`src/rtl/tdm_pkg.sv`:
```
// Shared types and sizing helpers for the TDM slot scheduler.
// Build option TDM_PARITY_EN appends one even-parity bit to every slot.
package tdm_pkg;

  typedef enum logic {
    IDLE = 1'b0,
    RUN  = 1'b1
  } state_e;

  function automatic int slot_bits(input int width);
`ifdef TDM_PARITY_EN
    return width + 1;
`else
    return width;
`endif
  endfunction

  // Bits needed for a counter spanning 0..n-1, never narrower than one bit
  function automatic int cnt_w(input int n);
    return (n <= 2) ? 1 : $clog2(n);
  endfunction

endpackage

```
`src/rtl/tdm_chan_buf.sv`:
```
// Single-word holding buffer for one TDM channel: accept on valid/ready,
// release on slot load. An accept and a load never coincide because load needs full.
module tdm_chan_buf #(
  parameter int WIDTH = 16
) (
  input  logic             sclk,
  input  logic             rstn,
  input  logic             valid,
  input  logic [WIDTH-1:0] data_in,
  input  logic             load,
  output logic             ready,
  output logic             full,
  output logic [WIDTH-1:0] data_out
);

  logic             full_d, full_q;
  logic [WIDTH-1:0] data_d, data_q;

  always_comb begin
    full_d = full_q;
    data_d = data_q;
    if (load) begin
      full_d = 1'b0;
    end
    if (valid && !full_q) begin
      full_d = 1'b1;
      data_d = data_in;
    end
  end

  always_ff @(posedge sclk or negedge rstn) begin
    if (!rstn) begin
      full_q <= 1'b0;
      data_q <= '0;
    end else begin
      full_q <= full_d;
      data_q <= data_d;
    end
  end

  assign ready    = !full_q;
  assign full     = full_q;
  assign data_out = data_q;

endmodule

```
`src/rtl/tdm_slot_sched.sv`:
```
// Frame sequencer for the AudioNet link: walks NCH slots and shifts each channel's word MSB-first.
// Build option TDM_PARITY_EN sends an even-parity bit after each slot's LSB.
//
// state | meaning
// IDLE  | link quiet, counters parked at 0, waiting for enable
// RUN   | one bit per sclk; frame end decides between RUN and IDLE
module tdm_slot_sched
  import tdm_pkg::*;
#(
  parameter int NCH   = 4,
  parameter int WIDTH = 16
) (
  input  logic                 sclk,
  input  logic                 rstn,
  input  logic                 enable,
  input  logic [NCH-1:0]       ch_valid,
  input  logic [NCH*WIDTH-1:0] ch_data,
  output logic [NCH-1:0]       ch_ready,
  output logic                 sdata,
  output logic                 sfs,
  output logic [NCH-1:0]       underrun
);

  localparam int SLOT_BITS = slot_bits(WIDTH);
  localparam int BW        = cnt_w(SLOT_BITS);
  localparam int SW        = cnt_w(NCH);
  localparam logic [BW-1:0] BIT_LAST  = BW'(SLOT_BITS - 1);
  localparam logic [SW-1:0] SLOT_LAST = SW'(NCH - 1);

  state_e          state_d, state_q;
  logic [BW-1:0]   bit_cnt_d, bit_cnt_q;
  logic [SW-1:0]   slot_cnt_d, slot_cnt_q;

  logic             sdata_d, sdata_q;
  logic             sfs_d, sfs_q;
  logic [NCH-1:0]   underrun_d, underrun_q;
  logic [WIDTH-1:0] shift_d, shift_q;
`ifdef TDM_PARITY_EN
  logic             par_d, par_q;
`endif

  logic [NCH-1:0]   full;
  logic [NCH-1:0]   load;
  logic [WIDTH-1:0] buf_data [NCH];

  logic emit, bit_last, slot_last;

  // The IDLE edge that samples enable already emits bit 0 of the frame
  assign emit      = (state_q == RUN) || enable;
  assign bit_last  = (bit_cnt_q == BIT_LAST);
  assign slot_last = (slot_cnt_q == SLOT_LAST);

  for (genvar i = 0; i < NCH; i++) begin : g_buf
    tdm_chan_buf #(
      .WIDTH(WIDTH)
    ) u_buf (
      .sclk    (sclk),
      .rstn    (rstn),
      .valid   (ch_valid[i]),
      .data_in (ch_data[i*WIDTH +: WIDTH]),
      .load    (load[i]),
      .ready   (ch_ready[i]),
      .full    (full[i]),
      .data_out(buf_data[i])
    );
  end

  always_ff @(posedge sclk or negedge rstn) begin
    if (!rstn) begin
      state_q    <= IDLE;
      bit_cnt_q  <= '0;
      slot_cnt_q <= '0;
    end else begin
      state_q    <= state_d;
      bit_cnt_q  <= bit_cnt_d;
      slot_cnt_q <= slot_cnt_d;
    end
  end

  always_comb begin
    state_d    = state_q;
    bit_cnt_d  = bit_cnt_q;
    slot_cnt_d = slot_cnt_q;
    if (emit) begin
      state_d = RUN;
      if (bit_last) begin
        bit_cnt_d = '0;
        if (slot_last) begin
          slot_cnt_d = '0;
          state_d    = enable ? RUN : IDLE;
        end else begin
          slot_cnt_d = slot_cnt_q + SW'(1);
        end
      end else begin
        bit_cnt_d = bit_cnt_q + BW'(1);
      end
    end
  end

  always_comb begin
    sdata_d    = 1'b0;
    sfs_d      = 1'b0;
    underrun_d = '0;
    load       = '0;
    shift_d    = shift_q;
`ifdef TDM_PARITY_EN
    par_d      = par_q;
`endif
    if (emit) begin
      if (bit_cnt_q == '0) begin
        sfs_d = (slot_cnt_q == '0);
        if (full[slot_cnt_q]) begin
          load[slot_cnt_q] = 1'b1;
          sdata_d          = buf_data[slot_cnt_q][WIDTH-1];
          shift_d          = {buf_data[slot_cnt_q][WIDTH-2:0], 1'b0};
`ifdef TDM_PARITY_EN
          par_d            = ^buf_data[slot_cnt_q];
`endif
        end else begin
          underrun_d[slot_cnt_q] = 1'b1;
          shift_d                = '0;
`ifdef TDM_PARITY_EN
          par_d                  = 1'b0;
`endif
        end
`ifdef TDM_PARITY_EN
      end else if (bit_last) begin
        sdata_d = par_q;
`endif
      end else begin
        sdata_d = shift_q[WIDTH-1];
        shift_d = {shift_q[WIDTH-2:0], 1'b0};
      end
    end
  end

  always_ff @(posedge sclk or negedge rstn) begin
    if (!rstn) begin
      sdata_q    <= 1'b0;
      sfs_q      <= 1'b0;
      underrun_q <= '0;
      shift_q    <= '0;
`ifdef TDM_PARITY_EN
      par_q      <= 1'b0;
`endif
    end else begin
      sdata_q    <= sdata_d;
      sfs_q      <= sfs_d;
      underrun_q <= underrun_d;
      shift_q    <= shift_d;
`ifdef TDM_PARITY_EN
      par_q      <= par_d;
`endif
    end
  end

  assign sdata    = sdata_q;
  assign sfs      = sfs_q;
  assign underrun = underrun_q;

endmodule

```
`config.mk`:
```
export PLATFORM = sky130hd
export DESIGN_NAME = tdm_slot_sched
export DESIGN_NICKNAME = d
export VERILOG_FILES = /design/src/rtl/tdm_pkg.sv /design/src/rtl/tdm_chan_buf.sv /design/src/rtl/tdm_slot_sched.sv
export SDC_FILE = /design/constraint.sdc
export NUM_CORES = 1
export LEC_CHECK = 0
export ABC_AREA = 1
export BUFFER_PORTS_ARGS = -buffer_cell sky130_fd_sc_hd__buf_2
export CELL_PAD_IN_SITES_DETAIL_PLACEMENT = 1
export CELL_PAD_IN_SITES_GLOBAL_PLACEMENT = 2
export CORE_MARGIN = 1
export CORE_UTILIZATION = 35
export CTS_BUF_LIST = sky130_fd_sc_hd__clkbuf_4
export CTS_CLUSTER_SIZE = 20
export DETAILED_ROUTE_END_ITERATION = 8
export HOLD_SLACK_MARGIN = 0.05
export PLACE_DENSITY = 0.85
export SKIP_LAST_GASP = 1
export SYNTH_ARGS = -nofsm -noshare
export SYNTH_HDL_FRONTEND = slang
export SYNTH_HIERARCHICAL = 1
export SYNTH_SLANG_ARGS = --single-unit
```
`constraint.sdc`:
```
create_clock -name sclk -period 1.7 [get_ports sclk]
set_input_delay 0.255 -clock sclk [delete_from_list [all_inputs] [get_ports sclk]]
set_output_delay 0.255 -clock sclk [all_outputs]
set_load 0.005 [all_outputs]
```
## Word level (Yosys, flattened, before mapping)

Cells that the tools add are included.

- Logic and storage cells: 73
- Register bits after elaboration: 97

- Reduce and logical (&&, ||, !) cells: 17
- Add/subtract/negate cells: 2
- Equality and inequality tests: 2
- Bitwise logic cells: 1
- Mux-type cells: 33
- $lt $le $gt $ge: 3

Operators with widths:

| operator | count |
|---|---|
| two-way mux 16 bit | 4 |
| binary-select mux 16 bit (select 2 bit) | 1 |
| two-way mux 4 bit | 7 |
| two-way mux 1 bit | 18 |
| nonzero test 2 bit | 4 |
| logical AND 1 bit | 5 |
| adder 4 x 1 -> 4 bit, second input constant | 1 |
| equality test 4 bit, second input constant | 1 |
| zero test 1 bit | 4 |
| zero test 4 bit | 1 |
| >= comparator 3 bit, second input constant | 1 |
| < comparator 2 x 3 -> 1 bit, second input constant | 1 |
| NOT 2 -> 3 bit | 1 |
| adder 2 x 1 -> 2 bit, second input constant | 1 |
| binary-select mux 1 bit (select 2 bit) | 1 |
| demux 1 bit (select 2 bit) | 1 |
| equality test 2 bit, second input constant | 1 |
| >= comparator 2 x 1 -> 1 bit, second input constant | 1 |
| zero test 2 bit | 1 |
| two-way mux 2 bit | 1 |
| AND reduction 2 bit | 1 |
| logical OR 1 bit | 1 |

## Depth between registers and ports, before layout

- Depth in word-level cells: 9
- Gate-level depth with buffers: 10
- Depth with buffers taken out: 9

## Cells and area by module

The synthesis kept the hierarchy.

By module, submodules not included:

| module | area each (µm²) | cells an instance | times used |
|---|---|---|---|
| tdm_chan_buf | 715.7 | 72 | 4 |
| tdm_slot_sched | 2189.6 | 328 | 1 |

## Worst setup path before layout

OpenSTA, ideal clock, no wires.

- Kind: register -> register
- From: register bit_cnt_q[0]
- To: register g_buf[3].u_buf.full_q
- Slack: 363 ps
- Arrival time: 1211 ps
- Setup time: 126 ps
- Cell stages (with the launch flop): 10
- Buffers on the path: 0
- Period minus slack after synthesis: 1337 ps
- Cells stage by stage: dfrtp_1 > inv_1 > ha_1 > nand2_2 > nor2_2 > inv_1 > nor2_4 > inv_2 > nor2_2 > o21ai_0

- Word-level cells in the longest chain between the ends: 4

RTL lines:

| item | RTL line | RTL |
|---|---|---|
| start, declared | tdm_slot_sched.sv:31 | `logic [BW-1:0] bit_cnt_d, bit_cnt_q;` |
| start signal, assigned | tdm_slot_sched.sv:75 | `bit_cnt_q <= bit_cnt_d;` |
| zero test 4 bit | tdm_slot_sched.sv:110 | `if (bit_cnt_q == '0) begin` |
| two-way mux 4 bit | tdm_slot_sched.sv:110 |  |
| two-way mux 4 bit | tdm_slot_sched.sv:109 | `if (emit) begin` |
| named net load[3] | tdm_slot_sched.sv:43 | `logic [NCH-1:0] load;` |
| nonzero test 2 bit (no source line) | - |  |
| end signal, assigned | tdm_chan_buf.sv:36 | `full_q <= full_d;` |
| end, declared | tdm_chan_buf.sv:16 | `logic full_d, full_q;` |

The timed path passes the listed nets, and every way through them passes these cells.
A chain may end at the register's enable or synchronous reset.

## Final worst setup path

- From: register bit_cnt_q[0]
- To: register g_buf[1].u_buf.full_q

- Word-level cells in the longest chain between the ends: 4

RTL lines:

| item | RTL line |
|---|---|
| zero test 4 bit | tdm_slot_sched.sv:110 |
| two-way mux 4 bit | tdm_slot_sched.sv:110 |
| two-way mux 4 bit | tdm_slot_sched.sv:109 |
| named net load[1] | tdm_slot_sched.sv:43 |
| nonzero test 2 bit (no source line) | - |
| end signal, assigned | tdm_chan_buf.sv:36 |
| end, declared | tdm_chan_buf.sv:16 |

The timed path passes the listed nets, and every way through them passes these cells.

==> results_dict.tcl <==
set metrics [dict create \
    yosysSeqAreaShare_pct 47.5 \
    whs_ps 194 \
    wl_per_cell_um 15.6 \
    ir_drop_mv 0.496 \
    dieArea_mm2 0.0149 \
    nets 826 \
    cts_buffers 9 \
    insertion_delay_ps 480 \
    yosys.cell_types.count 29 \
    reg2regPathDepth 9 \
    tightestPinTransition_ps 536 \
    ant_nets 0 \
    cap_violations 0 \
    cts_resized 0 \
    min_path_cells 3 \
    gp_congestion 0.790 \
    initial_core_util_pct 36.1 \
    grt_overflow 0 \
    min_from "ch_valid[0]" \
    die_y_um 122 \
    top_layer "met4" \
    htree_num_levels 3 \
    worstPathArrival_ps 1940 \
    clock_sinks 96 \
    min_period_ps 1580 \
    rows 43 \
    clk_pin_slew_ps 140 \
    avgSynthCellArea_um2 8.20 \
    endpoint_kind "register" \
    rsz0062_at_grt "false" \
    r2r_setup_slack_ps 120 \
    clock_path_buffers 2 \
    drcViolationCount 0 \
    ys_warn_count 6 \
    min_path_type "in2reg" \
    worstReg2RegStart "bit_cnt_q[0]$_DFFE_PN0P_" \
    cts-root-buf "clkbuf_4" \
    p_leak_nw 3.30 \
    layout_commonest_cell "nand2_1" \
    dp.cells 852 \
    cp_max_fo 8 \
    final_cell_mix "nand2_1 (197), nand3_1 (96), dfrtp_1 (96), buf_2 (79)" \
    finalSetupViolations 0 \
    grt_max_degree 97 \
    power.total_mw 9.68 \
    antenna_found_initial 1 \
    cts_tree "done" \
    setup_ws_ps 124 \
    m1WireLength_um 6390 \
    core_area_mm2 0.0140 \
    synthesis.area_mm2 0.00505 \
    synth_adder_area_share_pct 1.49 \
    firstDrtPassIters 4 \
    drive_gt1_share_pct 20.8 \
    period_share_pct 92.7 \
    final_cells 935 \
    status "finished clean" \
    route.met2.wl_um 7490 \
    synth_top_family_by_area "simple AND/OR/NAND/NOR gates" \
    die_w_um 122 \
    portBuffers 80 \
    hold_end "g_buf[0].u_buf/data_out[2]$_DFFE_PN0P_" \
    met3_length_um 445 \
    r2r_end "g_buf[1].u_buf/full$_DFFE_PN0P_" \
    dpl_worst_slack_ps 128 \
    cp.required_ps 2060 \
    critPathLaunchType "register" \
    grt_usage_pct 20.9 \
    yosys.area_share.simple_pct 33.2 \
    synth_mux_area_share_pct 0 \
    grt_pass1_vias 4742 \
    fin_area_mm2 0.00626 \
    io-pin-count 81 \
    hpwlAfterDp_um 10300 \
    slew_violations 0 \
    fmax_ghz 0.635 \
    yosys_register_bits 96 \
    grt_pass1_wl_um 23700 \
    synth_compound_area_share_pct 5.55 \
    drtIter0Drc 171 \
    fin_util_pct 44.7 \
    clock_skew_ps 10.8 \
    synth_xor_area_share_pct 0.173 \
    slew_headroom_pct 64.2 \
    netlist_instances 616 \
    hold_viol 0 \
    power_per_cell_area_mw_per_mm2 1550 \
    num_vias 4482 \
    routed_wl_um 14600 \
    syn_nets 693 \
    synthToLayoutAreaGrowth_pct 23.9 \
    viasPerCell 4.79 \
    worst-setup-path-type "reg2reg" \
    finalSetupTns_ps 0 \
    dpl_cell_area_mm2 0.00544 \
]
[synthesized netlist by cell type, drive strengths merged]
cell	count	area (um2)
dfrtp	96	2400
o22ai	3	18.8
inv	75	297
nand2	215	912
nor3	1	5.00
a31oi	1	6.26
xor2	1	8.76
a21oi	25	163
buf	28	255
o21ai	17	85.1
o211ai	1	7.51
clkbuf	4	55.1
nand3	108	601
nand4	1	6.26
nor2	34	155
ha	6	75.1
[report_power, final]
| group | internal (mW) | total (mW) | switching (mW) | leakage, nW |
|---|---|---|---|---|
| Combinational | 1.52 | 4.39 | 2.87 | 2.02 |
| Clock | 0.617 | 1.39 | 0.773 | 0.0836 |
| Sequential | 3.25 | 3.90 | 0.653 | 1.20 |
[flip-flops by register name, indices dropped and copies added (netlist names)]
name and cells:
underrun 4, g_buf.u_buf/data_out 64, shift_q 15, sdata 1, g_buf.u_buf/full 4, slot_cnt_q 2, state_q 1, bit_cnt_q 4
sfs 1
[kinds of logic after synthesis]
| logic type | Yosys count |
|---|---|
| AO/OA/AOI/OAI | 47 |
| XOR/XNOR | 1 |
| adder cells (fa/ha/maj) | 6 |
| buffers and inverters | 107 |
| flip-flops | 96 |
| AND/OR/NAND/NOR | 359 |
[per-layer routing]
metal | vias to the layer above | GRT usage [%]
met3 | 17 | 4.17
met5 | - | 0
met4 | 0 | 6.48
li1 | 2189 | -
met1 | 2202 | 26.0
met2 | 74 | 36.4
[cell type report]
cell class                      instances  area (um2)
Sequential cell                        96        2400
Clock buffer                           11        82.6
Tap cell                              180         225
Clock inverter                          5        71.3
Antenna cell                            1        2.50
Fill cell                            1739        7730
Inverter                               75         297
Multi-Input combinational cell        413        2040
Timing Repair Buffer                  154        1140
[worst max-delay path, stage by stage, from the launching register on]
cell	delay (ps)
dfrtp_1	430
inv_1	100
ha_1	170
nand2_2	130
nor2_2	140
inv_1	90
nor2_4	150
inv_2	80
nor2_2	80
o21ai_0	90
[worst max-delay path by stage]
stage                                    start                               to  cells after the start
6_report              bit_cnt_q[0]$_DFFE_PN0P_  g_buf[1].u_buf/full$_DFFE_PN0P_                      9
4_1_cts        g_buf[0].u_buf/full$_DFFE_PN0P_                      ch_ready[0]                      2
5_1_grt              slot_cnt_q[0]$_DFFE_PN0P_  g_buf[0].u_buf/full$_DFFE_PN0P_                      9
2_1_floorplan         bit_cnt_q[0]$_DFFE_PN0P_  g_buf[3].u_buf/full$_DFFE_PN0P_                      9
3_3_place_gp          bit_cnt_q[0]$_DFFE_PN0P_  g_buf[0].u_buf/full$_DFFE_PN0P_                      9
3_5_place_dp          bit_cnt_q[0]$_DFFE_PN0P_  g_buf[1].u_buf/full$_DFFE_PN0P_                      9
[repair_timing]
item                                    4_1_cts  5_1_grt
endpoints found under the setup margin        0        0
buffers inserted                              0        0
endpoints found under the hold margin       161        0
hold buffers                                 66        0
No activity file was read; power rests on OpenSTA's default activity.
